**src/rtl/proc_sequencer.sv**
```systemverilog
// Program sequencer for simple8BitProcessor: host-loaded program RAM, free-run or
// single-step issue onto func/dataIn, and capture of store results from dataOut.
module proc_sequencer #(
    parameter int          DEPTH    = 16,
    parameter int          ADDR_W   = 4,
    parameter logic [8:0]  NOP_FUNC = 9'b001_000_000
) (
    input  logic              clock,
    input  logic              reset,
    input  logic              prog_we,
    input  logic [ADDR_W-1:0] prog_addr,
    input  logic [17:0]       prog_wdata,
    input  logic              start,
    input  logic              step_mode,
    input  logic              step,
    input  logic              abort,
    input  logic [7:0]        proc_data_out,
    output logic [8:0]        proc_func,
    output logic [7:0]        proc_data_in,
    output logic              busy,
    output logic              done,
    output logic [ADDR_W-1:0] pc,
    output logic [7:0]        result_data,
    output logic              result_valid,
    output logic              err
);

    typedef enum logic [1:0] {IDLE, RUN, STEP_WAIT, DRAIN} state_t;

    state_t      state;
    logic [17:0] ram [DEPTH];
    logic [17:0] word;
    logic        terminal;
    logic        issue;
    logic        store_issued;  // store is on proc_func this cycle
    logic        store_exec;    // processor updated dataOut at the last edge

    assign word     = ram[pc];
    assign terminal = word[17] || (pc == ADDR_W'(DEPTH - 1));
    assign issue    = (state == RUN) || ((state == STEP_WAIT) && step);
    assign busy     = (state != IDLE);

    // RAM has no reset so a program survives a reset of the sequencer.
    always_ff @(posedge clock) begin
        if (prog_we && (state == IDLE)) begin
            ram[prog_addr] <= prog_wdata;
        end
    end

    always_ff @(posedge clock) begin
        if (reset) begin
            state        <= IDLE;
            proc_func    <= NOP_FUNC;
            proc_data_in <= '0;
            done         <= 1'b0;
            pc           <= '0;
            result_data  <= '0;
            result_valid <= 1'b0;
            err          <= 1'b0;
            store_issued <= 1'b0;
            store_exec   <= 1'b0;
        end else begin
            err          <= busy && (prog_we || start);
            proc_func    <= NOP_FUNC;
            proc_data_in <= '0;
            store_issued <= 1'b0;

            if (busy && abort) begin
                // Flush in-flight stores so nothing is reported after an abort.
                state        <= IDLE;
                done         <= 1'b0;
                store_exec   <= 1'b0;
                result_valid <= 1'b0;
            end else begin
                store_exec   <= store_issued;
                result_valid <= store_exec;
                if (store_exec) begin
                    result_data <= proc_data_out;
                end

                if (issue) begin
                    proc_func    <= word[16:8];
                    proc_data_in <= word[7:0];
                    store_issued <= (word[16:14] == 3'b111);
                    pc           <= pc + ADDR_W'(1);
                    if (terminal) begin
                        state <= DRAIN;
                    end
                end

                case (state)
                    IDLE: begin
                        if (start) begin
                            pc    <= '0;
                            done  <= 1'b0;
                            state <= step_mode ? STEP_WAIT : RUN;
                        end
                    end
                    DRAIN: begin
                        // A store issued at the previous edge still has to be captured.
                        if (!store_issued) begin
                            state <= IDLE;
                            done  <= 1'b1;
                        end
                    end
                    default: ;
                endcase
            end
        end
    end

endmodule

```
**config.mk**
```make
export PLATFORM = sky130hd
export DESIGN_NAME = proc_sequencer
export DESIGN_NICKNAME = d
export VERILOG_FILES = /design/src/rtl/proc_sequencer.sv
export SDC_FILE = /design/constraint.sdc
export NUM_CORES = 1
export LEC_CHECK = 0
export CAP_MARGIN = 20
export CORE_MARGIN = 2
export CORE_UTILIZATION = 55
export CTS_CLUSTER_DIAMETER = 200
export DETAILED_ROUTE_END_ITERATION = 10
export PLACE_DENSITY = 0.77
export SETUP_SLACK_MARGIN = 0.3
export SLEW_MARGIN = 20
export SYNTH_ARGS = -nofsm -noshare
export SYNTH_HDL_FRONTEND = slang
export SYNTH_SLANG_ARGS = --single-unit
```
**constraint.sdc**
```tcl
create_clock -name clock -period 9.05 [get_ports clock]
set_clock_uncertainty 0.1 [all_clocks]
set_input_delay 1.81 -clock clock [delete_from_list [all_inputs] [get_ports clock]]
set_output_delay 1.81 -clock clock [all_outputs]
set_load 0.01 [all_outputs]
```
# After elaboration in Yosys (flattened, before gate mapping)

Memory sizes are Yosys's and may differ from the RTL's. A register that Yosys moved wholly into a read port is not among the register bits.
Cells that the tools add are included.

Memories kept: 1
Input port bits: 37
Register bits after elaboration: 36
Word-level logic and storage cells: 51
RAM bits: 288
Output and inout port bits: 33

Memories:

| memory | words | width | read ports | clocked after Yosys merged registers in | wr ports | RTL line | text |
|---|---|---|---|---|---|---|---|
| ram    | 16    | 18    | 1          | 1                                       | 1        | 31       | `logic [17:0] ram [DEPTH];` |

Bitwise operators: 2
$add $sub $neg: 1
Eq/ne operators: 7
Mux-type cells: 16
Reduce and logical (&&, ||, !) cells: 14

Operators by type and width:

| cell                  | count |
|---|---|
| $mux W4               | 5 |
| $mux W2               | 5 |
| $add A4 B1 Y4 const B | 1 |
| $eq A2 B2 Y1 const B  | 2 |
| $eq A4 B4 Y1 const B  | 1 |
| $logic_and A1 B1 Y1   | 4 |
| $mux W1               | 4 |
| $ne A2 B2 Y1 const B  | 2 |
| $pmux W2 S2           | 1 |
| $reduce_bool A2 Y1    | 2 |
| $eq A3 B3 Y1 const B  | 1 |
| $logic_or A1 B1 Y1    | 3 |
| $reduce_and A3 Y1     | 1 |
| $reduce_or A3 Y1      | 1 |
| $eq A2 B1 Y1 const B  | 1 |
| $logic_not A2 Y1      | 1 |
| $not A1 Y1            | 2 |
| $pmux W1 S2           | 1 |
| $reduce_and A2 Y1     | 1 |
| $reduce_or A2 Y1      | 1 |

# Depth between registers and ports, before layout

Gate-level depths: netlist (run 1).

Word-level depth: 8
Gate-level depth with buffers: 7
Depth with buffers taken out: 6

# Least setup slack after synthesis (run 1)

No wires, ideal clock.

Kind: in2reg
Start: input prog_we
End: memory ram[0][0] (enable)
Cell stages on the path: 3
Arrival time: 3.516 ns
Slack: 5.018 ns
Setup time: 0.416 ns
Path buffers: 0
Data required time: 8.534 ns
Cells stage by stage: nand2_1 or3_1 nor3_1

Word-level cells in the longest chain between the ends: 3

Ends and longest elaborated chain:

| element                       | RTL line | text |
|---|---|---|
| from (decl)                   | 10       | `input logic prog_we,` |
| $logic_and A1 B1 Y1           | 45       | `if (prog_we && (state == IDLE)) begin` |
| $mux W1                       | 45       |  |
| $mux W1 (not written as such) | 46       | `ram[prog_addr] <= prog_wdata;` |
| to (decl)                     | 31       |  |

No other way between the ends.

# Worst setup path after layout (run 1)

Start: input prog_we
End: memory ram[8][7] (enable)

The elaborated chain is that of the path after synthesis.

==> results.cfg, run 1 <==
[run_status]
status = complete, no violations

[timing]
final-max-slew-violation-count = 0
setup_viol = 0
hold_violations = 0
fin_setup_tns_ns = 0
tightestPinTransition_ns = 1.039
fin_crit_ns = 3.901
max_slew_margin = 0.3063
min_period_over_period = 0.4311
rsz0062_at_grt = false
fmax_ghz = 0.2563
hold_ws_ns = 0.4072
setup_slack_ns = 5.149

[yosys]
synthCells = 563
synth.avg_cell_area_um2 = 21.81
synth_top_area_cell = edfxtp_1
synth_seq_cells = 328
ys_types = 29
synth_area_mm2 = 0.01228
syn_nets = 605
yosys_warnings = 0
yosysTopAreaCellShare = 0.7042
seq_area_frac_synth = 0.7694
synth.area.top_cells = edfxtp_1 (70%), mux4_2 (16%), dfxtp_1 (6.5%), mux2i_1 (1.4%), nor2_1 (0.98%)

[cells_and_area]
drive_gt1_frac = 0.2555
area_growth_syn_to_layout_pct = 18.14
diodes = 0
stdcell_area_mm2 = 0.01451
final_net_count = 697

[setup_path]
slowest_stage = nor3_2
setup.worst_path.start = prog_we
r2r_cells = 4
cp_max_fo = 10
crit_family = simple AND/OR/NAND/NOR gates
crit_top_cell = nand2_1
r2r_end = proc_func[0]
crit_arrival_ns = 4.00
cp.depth = 6
cp.buffers_inverters = 2
crit_required_ns = 9.14
cpPeakStageDelay_ns = 0.82
crit_path_start_kind = input port
worstSetupEndpointType = flop
path_class = in2reg
cp_cell_sequence = clkdlybuf4s50_1 > nand2_1 > nor2_1 > nand2_1 > nor3_2 > buf_4
r2r_setup_slack_ns = 5.97

[global_route]
grt_pass1_vias = 6104
antenna_found_initial = 0
grt_pass1_wl_um = 38330
grt_max_degree = 64
grt_usage = 0.2203
globalRouteOverflowTotal = 0

[power_and_ir_drop]
p_leak_nw = 4.593
pwr-share-clk = 0.393
p_int_mw = 2.749
p_sw_frac = 0.2227
p_per_area_mw_per_mm2 = 243.7
comb_power_share = 0.114
seqPwrFrac = 0.493
ir_worst_vdd_mv = 0.1463
power.switching_mw = 0.7878

[place]
numPortBuffers = 69
place_hpwl_um = 13720
dpl_cell_area_mm2 = 0.01335
gp_congestion = 0.8209
dp_slack_ns = 4.747

[routing]
viasPerCell = 6.152
wl_um = 25170
ant_nets = 0
drt-initial-drc-count = 541
wl_per_cell_um = 26.19
drtPass1Iterations = 5
vias = 5912
drcViolationCount = 0

[cts]
cts_tree = done
clock-root-buffer = clkbuf_16
cts_hold_buf = 0
cts_made_buffers = 34
cts_resized = 0
clk_latency_ns = 0.51
clkTransAtPathRegs_ns = 0.06
cts_sinks = 328
post_cts_buffers = 0
cts.htree.levels = 2
cts_buffer_depth = 3

[hold_path]
hold_depth = 1
hold_path_startpoint = store_issued
whs_endpoint = store_exec
hold_class = reg2reg

[flow_run]
drv_cap = 0

[die]
initial_core_util = 0.5610
rows = 54
ios = 70
coreArea_mm2 = 0.02189
dieArea_mm2 = 0.02354
die_w_um = 153.4
die_h_um = 153.4
[per-layer routing]
layer | wire length, um | share of wire | GRT usage
met1 | 10040 | 0.40 | 0.3000
met5 | 0 | 0 | 0
met2 | 12580 | 0.50 | 0.3631
met3 | 1869 | 0.074 | 0.04763
met4 | 680 | 0.027 | 0.06903
[cell usage in the layout, fill, tap and decap left out, types with 2 or more instances in the layout]
| cell type | instances |
|---|---|
| edfxtp_1 | 288 |
| mux4_2 | 85 |
| clkdlybuf4s50_1 | 69 |
| dfxtp_1 | 38 |
| clkbuf_16 | 37 |
| nor2_1 | 20 |
| mux2i_1 | 17 |
| nor2b_1 | 15 |
| clkinv_2 | 9 |
| buf_4 | 9 |
| nor2_4 | 8 |
| o21ai_0 | 8 |
| nand2_1 | 7 |
| inv_1 | 5 |
| nand2b_1 | 5 |
| a21oi_1 | 5 |
| mux2_2 | 5 |
| ha_1 | 5 |
| clkinv_1 | 5 |
| nor3_2 | 4 |
| nor2_2 | 4 |
| xnor2_1 | 3 |
| nor3_1 | 3 |
| bufinv_16 | 3 |
| clkbuf_1 | 3 |
| or3_1 | 2 |
| nand3_1 | 2 |
| and2_1 | 2 |
| a32oi_1 | 2 |
| clkinvlp_4 | 2 |
[worst reg2reg max path: cells and delay by family, from the launching register on]
family	cells	cell delay, ns
simple gates	1	0.16
buf+inv	1	0.72
mux	2	1.17
flops	1	0.78
[how the worst max path moves through the flow]
stage | to | slack [ns]
after floorplan | ram[0][0] | 5.02
after global placement | ram[1][9] | 4.77
after detailed placement | ram[8][4] | 4.75
after CTS | busy | 5.21
after global routing | ram[8][0] | 5.06
final | ram[8][7] | 5.15
[registers in the layout, indices dropped and copies added, names as in the netlist, named ones only]
register      flops
done              1
err               1
pc                4
proc_data_in      8
proc_func         9
ram             288
result_data       8
result_valid      1
state             2
store_exec        1
store_issued      1
[stage by stage]
stage,total power [mW],util,instances
6_report,3.537,0.6628,961
3_3_place_gp,2.160,0.6084,898
3_5_place_dp,2.177,0.6097,899
2_1_floorplan,2.039,-,563
5_1_grt,3.656,0.6628,961
4_1_cts,3.565,0.6617,961
[cells by family (layout without fill, tap and decap cells)]
logic type | after synthesis | count (layout) | synth area share
buf+inv | 29 | 147 | 0.01222
simple gates | 75 | 75 | 0.02944
compound gates | 16 | 16 | 0.007437
mux | 107 | 107 | 0.1743
flops | 328 | 328 | 0.7694
fa+ha+maj | 5 | 5 | 0.005094
xor+xnor | 3 | 3 | 0.002140
[power groups by stage]
| stage | sequential (mW) | combinational [mW] | clock (mW) |
|---|---|---|---|
| after global placement | 1.77 | 0.386 | 0 |
| final | 1.75 | 0.402 | 1.39 |
| after floorplan | 1.75 | 0.285 | 0 |
| after global routing | 1.75 | 0.433 | 1.47 |
| after CTS | 1.75 | 0.405 | 1.41 |
| after detailed placement | 1.78 | 0.399 | 0 |
[synthesized netlist by cell type]
cell        n
a21oi_1     5
a31o_2      1
a32oi_1     2
and2_1      2
buf_1       7
buf_2       3
buf_4       8
buf_6       1
clkbuf_1    4
dfxtp_1    40
edfxtp_1  288
ha_1        5
inv_1       5
inv_2       1
mux2_2      5
mux2i_1    17
mux4_2     85
nand2_1     7
nand2b_1    5
nand3_1     2
nand4_1     1
nor2_1     32
nor2b_1    15
nor3_1      7
nor3b_1     1
nor4_1      1
o21ai_0     8
or3_1       2
xnor2_1     3
[final cells by class]
class / count / area [um2]
Fill cell: 1387 / 7381
Sequential cell: 328 / 9454
Timing Repair Buffer: 79 / 773.2
Clock inverter: 21 / 186.4
Tap cell: 280 / 350.3
Multi-Input combinational cell: 206 / 2773
Clock buffer: 41 / 950.9
Inverter: 6 / 22.52
(Power assumes the default switching activity.)
==> run 2: changes to the inputs <==
--- a/config.mk
+++ b/config.mk
@@ -7,10 +7,10 @@
 export LEC_CHECK = 0
 export CAP_MARGIN = 20
 export CORE_MARGIN = 2
-export CORE_UTILIZATION = 55
+export CORE_UTILIZATION = 53
 export CTS_CLUSTER_DIAMETER = 200
 export DETAILED_ROUTE_END_ITERATION = 10
-export PLACE_DENSITY = 0.77
+export PLACE_DENSITY = 0.78
 export SETUP_SLACK_MARGIN = 0.3
 export SLEW_MARGIN = 20
 export SYNTH_ARGS = -nofsm -noshare
==> constraint.sdc (replaced) <==
create_clock -name clock -period 3.5 [get_ports clock]
set_clock_uncertainty 0.1 [all_clocks]
set_input_delay 0.7 -clock clock [delete_from_list [all_inputs] [get_ports clock]]
set_output_delay 0.7 -clock clock [all_outputs]
set_load 0.01 [all_outputs]
==> results.cfg, run 2 (synthesis gave the netlist of run 1 again) <==
[cells_and_area]
reg.largest.list = ram: 288 flops, proc_func: 9 flops
layout_commonest_cell = edfxtp_1
regArea_mm2 = 0.009454
largest_register_ffs = 288
final_net_count = 714
diodes = 0
drive_gt1_frac = 0.2683
area_growth_syn_to_layout_pct = 19.08
final_cell_mix = edfxtp_1 (288), mux4_2 (85), clkdlybuf4s50_1 (69)
fillers = 1495
regMostFlops = ram
multi_input_area_mm2 = 0.002733

[timing]
tightestPinTransition_ns = 0.9062
fin_setup_tns_ns = 0
rsz0062_at_grt = false
setup_viol = 0
final-max-slew-violation-count = 0
min_period_over_period = 0.7722
hold_violations = 0
fmax_ghz = 0.3700
max_slew_margin = 0.3950
fin_crit_ns = 2.703

[place]
gp_congestion = 0.8356
place_hpwl_um = 15710
numPortBuffers = 69

[cts]
cts_resized = 0
cts.htree.levels = 2
clock-root-buffer = clkbuf_16
cts_made_buffers = 34
clkTransAtPathRegs_ns = 0.06
clk_latency_ns = 0.51
cts_tree = done
post_cts_buffers = 0
cts_sinks = 328
cts_hold_buf = 0
cts_buffer_depth = 3

[power_and_ir_drop]
p_per_area_mw_per_mm2 = 635.2
ir_worst_vdd_mv = 0.4261
pwr-share-clk = 0.394
comb_power_share = 0.121
seqPwrFrac = 0.484
p_int_mw = 7.207
p_leak_nw = 4.690
total_power_mw = 9.289
p_sw_frac = 0.2242
power.switching_mw = 2.083

[die]
die_h_um = 156.2
dieArea_mm2 = 0.02441
die_w_um = 156.2
coreArea_mm2 = 0.02271
rows = 55
initial_core_util = 0.5408
ios = 70

[setup_path]
path_class = reg2out
crit_required_ns = 2.70
crit_arrival_ns = 1.90
cp_max_fo = 7
worstSetupEndpointType = output port
crit_path_start_kind = flop

[global_route]
globalRouteOverflowTotal = 0
grt_max_degree = 29
grt_pass1_vias = 6409
grt_usage = 0.2364
antenna_found_initial = 0
grt_pass1_wl_um = 41070

[routing]
viasPerCell = 6.129
drtPass1Iterations = 5
ant_nets = 0
vias = 6019
drt-initial-drc-count = 612
wl_um = 27610
drcViolationCount = 0
wl_per_cell_um = 28.11

[flow_run]
drv_cap = 0

[hold_path]
hold_class = reg2reg

[run_status]
status = complete, no violations
## run 2: changes by cell type in the layout (fill, tap and decap cells not counted), moves of 2 or more
cell / previous run / this run
clkinvlp_4: 2 / 0
clkbuf_1: 3 / 6
nor2_4: 8 / 0
nor2_2: 4 / 12
buf_12: 0 / 2
buf_4: 9 / 25
## run 2: final timing paths
kind | from | endpoint | slack [ns] | depth (start not counted)
worst min-delay path | result_data[5] | result_data[5] | 0.40 | 2
worst max-delay path | state[0] | busy | 0.80 | 4
worst min register to register | result_data[5] | result_data[5] | 0.40 | 2
worst max register to register | flop | proc_func[1] | 0.95 | 4
## run 2: critical path, stage by stage (launching register included)
cell	delay, ns
dfxtp_1	0.38
inv_1	0.09
ha_1	0.28
inv_1	0.12
clkdlybuf4s50_1	0.54
## run 2: through the flow
step             util  cells  setup slack, ns  cell area (um2)  hold WS [ns]
6_report       0.6440    982           0.7972            14630        0.4027
5_1_grt        0.6440    982           0.6782            14630        0.4369
4_1_cts        0.6440    982           0.7791            14630        0.4123
3_5_place_dp   0.5938    921           0.5926            13480        0.3986
3_3_place_gp   0.5938    921           0.6246            13480        0.3780
2_1_floorplan       -    563           0.5782            12280        0.3539
## run 2: cell type report
type                       count  share of cell area
tap                          285             0.02438
multi-input combinational    206              0.1868
clock inverter                17             0.01223
timing repair buffer          96             0.06279
inverter                       6            0.001540
clock buffer                  44             0.06579
sequential                   328              0.6464
## run 2: power groups by stage
stage | registers (mW) | logic (mW) | clock network [mW]
6_report | 4.50 | 1.13 | 3.66
5_1_grt | 4.52 | 1.21 | 3.86
4_1_cts | 4.51 | 1.14 | 3.71
3_5_place_dp | 4.58 | 1.11 | 0
3_3_place_gp | 4.57 | 1.08 | 0
2_1_floorplan | 4.53 | 0.737 | 0
## run 2: per-layer routing
layer,GRT usage,up-vias,share of wire
li1,-,2525,-
met1,0.3099,3138,0.39
met2,0.3946,299,0.51
met3,0.04348,57,0.070
met4,0.1014,0,0.037
met5,0,-,0
